[src/rtl/clocks.sv]
// Clock and tick generator.
// - Behavioural PLL stand-in: lock counter raises pll_locked after
//   LOCK_CYCLES+1 edges, then pll_outclk_0 toggles every PCLK_HALF edges.
// - Free-running microsecond / millisecond tick pulses (us_tck, ms_tck).
// Optional build macro: CLOCKS_LOCK_GATE_EN
//   defined   -> tick counters run only while pll_locked is high
//   undefined -> tick counters run on every edge after reset release
module clocks #(
  parameter logic [5:0]  US          = 6'd50,
  parameter logic [15:0] MS          = 16'd50000,
  parameter logic [7:0]  LOCK_CYCLES = 8'd4,
  parameter logic [3:0]  PCLK_HALF   = 4'd1
) (
  input  logic clk,
  input  logic rst,
  output logic pll_locked,
  output logic pll_outclk_0,
  output logic us_tck,
  output logic ms_tck
);

  // Terminal counts. A period of 0 or 1 collapses to "wrap every edge",
  // which keeps the tick permanently high; PCLK_HALF=0 behaves as 1.
  localparam logic [5:0]  US_LAST   = (US <= 6'd1)  ? 6'd0  : US - 6'd1;
  localparam logic [15:0] MS_LAST   = (MS <= 16'd1) ? 16'd0 : MS - 16'd1;
  localparam logic [3:0]  HALF_LAST = (PCLK_HALF == 4'd0) ? 4'd0 : PCLK_HALF - 4'd1;

  logic [7:0]  lock_cnt_reg;
  logic        locked_reg;
  logic [3:0]  half_cnt_reg;
  logic        outclk_reg;
  logic [5:0]  us_cnt_reg;
  logic        us_tck_reg;
  logic [15:0] ms_cnt_reg;
  logic        ms_tck_reg;
  logic        tick_en;

  // Tick counters either wait for lock or run straight out of reset.
`ifdef CLOCKS_LOCK_GATE_EN
  assign tick_en = locked_reg;
`else
  assign tick_en = 1'b1;
`endif

  // Lock counter: counts edges from reset release until it reaches LOCK_CYCLES,
  // then freezes and holds pll_locked high until the next reset.
  always_ff @(posedge clk or negedge rst) begin
    if (!rst) begin
      lock_cnt_reg <= 8'd0;
      locked_reg   <= 1'b0;
    end else if (!locked_reg) begin
      if (lock_cnt_reg == LOCK_CYCLES) begin
        locked_reg <= 1'b1;
      end else begin
        lock_cnt_reg <= lock_cnt_reg + 8'd1;
      end
    end
  end

  // Pixel clock: held low until lock, then a registered 50% duty toggle
  // every PCLK_HALF edges.
  always_ff @(posedge clk or negedge rst) begin
    if (!rst) begin
      half_cnt_reg <= 4'd0;
      outclk_reg   <= 1'b0;
    end else if (!locked_reg) begin
      half_cnt_reg <= 4'd0;
      outclk_reg   <= 1'b0;
    end else if (half_cnt_reg == HALF_LAST) begin
      half_cnt_reg <= 4'd0;
      outclk_reg   <= ~outclk_reg;
    end else begin
      half_cnt_reg <= half_cnt_reg + 4'd1;
    end
  end

  // Microsecond tick: wraps at US-1 and pulses for the cycle after the wrap.
  always_ff @(posedge clk or negedge rst) begin
    if (!rst) begin
      us_cnt_reg <= 6'd0;
      us_tck_reg <= 1'b0;
    end else if (!tick_en) begin
      us_cnt_reg <= 6'd0;
      us_tck_reg <= 1'b0;
    end else if (us_cnt_reg == US_LAST) begin
      us_cnt_reg <= 6'd0;
      us_tck_reg <= 1'b1;
    end else begin
      us_cnt_reg <= us_cnt_reg + 6'd1;
      us_tck_reg <= 1'b0;
    end
  end

  // Millisecond tick: same scheme against MS-1, independent of the us counter.
  always_ff @(posedge clk or negedge rst) begin
    if (!rst) begin
      ms_cnt_reg <= 16'd0;
      ms_tck_reg <= 1'b0;
    end else if (!tick_en) begin
      ms_cnt_reg <= 16'd0;
      ms_tck_reg <= 1'b0;
    end else if (ms_cnt_reg == MS_LAST) begin
      ms_cnt_reg <= 16'd0;
      ms_tck_reg <= 1'b1;
    end else begin
      ms_cnt_reg <= ms_cnt_reg + 16'd1;
      ms_tck_reg <= 1'b0;
    end
  end

  assign pll_locked   = locked_reg;
  assign pll_outclk_0 = outclk_reg;
  assign us_tck       = us_tck_reg;
  assign ms_tck       = ms_tck_reg;

endmodule

[config.mk]
export PLATFORM = sky130hd
export DESIGN_NAME = clocks
export DESIGN_NICKNAME = d
export VERILOG_FILES = /design/src/rtl/clocks.sv
export SDC_FILE = /design/constraint.sdc
export NUM_CORES = 1
export LEC_CHECK = 0
export CORE_MARGIN = 4
export CORE_UTILIZATION = 30
export CTS_CLUSTER_SIZE = 12
export DETAILED_ROUTE_END_ITERATION = 6
export PLACE_DENSITY = 0.45
export SETUP_SLACK_MARGIN = 0.05
export SLEW_MARGIN = 20
export SYNTH_ARGS = -nofsm -noshare
export SYNTH_HDL_FRONTEND = slang
export SYNTH_SLANG_ARGS = --single-unit
[constraint.sdc]
create_clock -name clk -period 2.97 [get_ports clk]
set_input_delay 0.297 -clock clk [delete_from_list [all_inputs] [get_ports clk]]
set_output_delay 0.297 -clock clk [all_outputs]
set_load 0.02 [all_outputs]
==> impl_results.md <==
- Mean post-synth cell area: 11.3 sq um
- R2r setup slk: 1220 ps
- CP Launch Type: register
- Reg-to-Reg Start: lock_cnt_reg[0]
- CP Buf/Inv Count: 1
- Slowest-stage cell, CP: a31oi_1
- Worst VDD drop: 0.000236 V
- Tcrit/Tclk final: 58.9%
- Clock power frac: 40.4%
- ANT nets after route: 0
- Share of cells above drive strength 1: 6.75%
- Outcome: finished, final reports clean
- Internal: 705 uW
- Max Cap Viol: 0
- Num CTS Buffers: 5
- Global route overflow: 0
- Sw Ratio: 20.3%
- First-pass GRT wire length: 5040 um
- Ys async rst share: 100%
- Clock sinks: 38
- Top Metal Used: met4
- Switch Pwr: 180 uW
- Mux contribution to synthesized area: 0.588%
- Seq pwr share: 58.5%
- DP Worst Slack: 1220 ps
- Worst setup margin: 1220 ps
- Clock Tree Buf Depth: 2
- Post-CTS Hold Buffers: 0
- Tightest Pin Transition: 834 ps
- Max Slew Vio Count: 0
- Worst-path clk slew: 70 ps
- Post-Route WL: 2800 um
- CTS H-tree depth: 2
- Multi-input combinational cell area: 721 sq um
- Die Wd: 83.3 um
- Met2 Wirelength: 1350 um
- ANT cells: 0
- Setup CP Type: register to register
- Crit-path cells: inv_1, ha_1, nor4b_1, a31oi_1, nand4_1, xnor2_1
- Final non-filler cell total: 235
- Largest net degree at the start of global routing: 39
- GRT Util Overall: 9.05%
- Number of flip-flops under the largest register name: 16
- Pleak: 0.000825 uW
- Compound-Gate Fraction of Synth Area: 2.87%
- Final hold viol count: 0
- Die Y: 83.3 um
- Detailed router's first-iteration violation count: 39
- CTS tree: yes
- Worst hold path class: input port to async pin
- TNS Setup: 0 ps
- Vias in the first global route: 1,114
- Core area: 5510 sq um
- Slew headroom: 44.4%
- Via density: 4.49
- Post-synthesis xor/xnor area fraction: 12.9%
- Fin crit period: 1750 ps
- Crit path max-delay family: compound AO/OA/AOI/OAI gates
- Initial antenna violation count: 0
- Yosys reg bits: 38
- Arr. time, crit path: 1920 ps
- Sequential Area: 951 sq um
- Simple-gate portion of the synthesized area: 20.9%
- Yosys top cell area share: 55.9%
- Mapped Cells: 150
- Main combinational cell family by area after synthesis: simple AND/OR/NAND/NOR gates
- Largest cells by area after synthesis: dfrtp_1 (56%), xnor2_1 (9.3%), ha_1 (5.1%)
- Die area: 6940 sq um
- Final Util: 35.0%
- Hold Worst Slack: 107 ps
- Row cnt: 27
- Area leader, netlist: dfrtp_1
- Synth-to-Final Area Change: 13.3%
- Clk_lat worst skew: 280 ps
- Synthesized area: 1700 sq um
- Met3 WL post-DR: 90 um
- WL/cell: 11.9 um
- Port bufs: 5
- Adder-cell area share of the yosys netlist: 5.15%
- EDFF count, synth: 0
- Initial Utilization: 30.9%
- Ports: 6
- FF-to-FF path depth: 6
- NumNets Final: 171
- Fillers: 554
- RePlAce Congestion: 0.825
- Crit. Startpoint: lock_cnt_reg[0]
- HPWL Detailed: 1910 um
- Synth Warn #: 0
- Worst Skew: 5.74 ps
- Root buffer cell: clkbuf_8
- DR pass1 iterations: 4
- Via count: 1,054
- PostCTS Resize Cnt: 0
- # setup viols final: 0
- Pwr dens: 459 nW/um^2
- Critical path's largest stage delay: 460 ps
- # DRC: 0
- # Post-CTS Setup Buffers: 0
- Fmax: 572 MHz
- Yosys cell types: 29
- Crit Reg-Reg Endpoint: lock_cnt_reg[3]
- Post-Syn Nets: 159
- Dpl cells: 227
- Metal1 wirelength: 1310 um
- RSZ-0062 raised after global routing: false
- Main flop type after synthesis: dfrtp_1
- Register area share after synthesis: 55.9%
- Critical Path RT: 3150 ps
- CP Max Fanout: 6
- Comb power frac: 1.1%
- CP Capture Type: register
[how the worst max path moves through the flow]
stage	end	slack [ps]	cells after the start
2_1_floorplan	lock_cnt_reg[3]	1430	6
3_3_place_gp	lock_cnt_reg[3]	1230	6
3_5_place_dp	lock_cnt_reg[3]	1220	6
4_1_cts	lock_cnt_reg[3]	1210	6
5_1_grt	lock_cnt_reg[3]	1110	6
6_report	lock_cnt_reg[3]	1220	6
[cell usage after synthesis (2+ instances only)]
cell type	instances
a21oi_1	2
a31oi_1	2
and2_1	3
and3_1	2
dfrtp_1	38
ha_1	7
inv_1	8
nand2_1	7
nand3_1	7
nand4_1	8
nor2_1	19
nor2b_1	4
nor3b_1	2
nor4_1	2
o21ai_0	2
xnor2_1	18
xor2_1	7
[worst register-to-register path, delay by kind of cell, from the launching register on]
| kind | cells | cell delay, ps |
|---|---|---|
| simple gates | 2 | 330 |
| compound gates | 1 | 460 |
| flops | 1 | 420 |
| xor+xnor | 1 | 150 |
| fa+ha+maj | 1 | 210 |
| buf+inv | 1 | 90 |
[placed cells by master (no fill, tap or decap), drive strengths merged, types with 3 or more instances in the layout]
cell           instances
nor2                  19
dfrtp                 38
nand4                  8
nor4                   3
ha                     7
nand2                  7
nor2b                  4
clkbuf                 7
clkdlybuf4s50          4
xor2                   7
inv                    8
xnor2                 18
nand3                  8
and2                   3
[power by group through the flow]
stage / registers, uW / clock network (uW) / logic (uW)
finish: 517 / 357 / 10.0
global route: 517 / 403 / 12.6
detailed placement: 527 / 0 / 11.2
global placement: 527 / 0 / 11.1
floorplan: 527 / 0 / 0.000265
CTS: 517 / 375 / 11.2
[per-layer routing]
metal	vias to the layer above	global-route usage [%]
met5	-	0
met4	0	4.01
met3	4	3.37
met2	8	13.7
met1	511	11.5
li1	531	-
[cells by family (layout without fill, tap and decap cells)]
group	after synthesis	after routing
compound gates	8	8
xor+xnor	25	25
fa+ha+maj	7	7
buf+inv	8	21
flops	38	38
mux	1	1
simple gates	63	63
[per-stage QoR]
stage                     power (uW)  area, sq um
final                            885         1930
after CTS                        903         1930
after floorplan                  527         1700
after detailed placement         538         1840
after global routing             932         1930
after global placement           538         1840
[layout make-up]
cell class,count,area share [%]
Clock buffer,7,4.48
Sequential cell,38,49.3
Tap cell,72,4.67
Inverter,8,1.56
Timing Repair Buffer,5,2.34
Clock inverter,1,0.260
Multi-Input combinational cell,104,37.4
No activity file was read; power rests on OpenSTA's default activity.
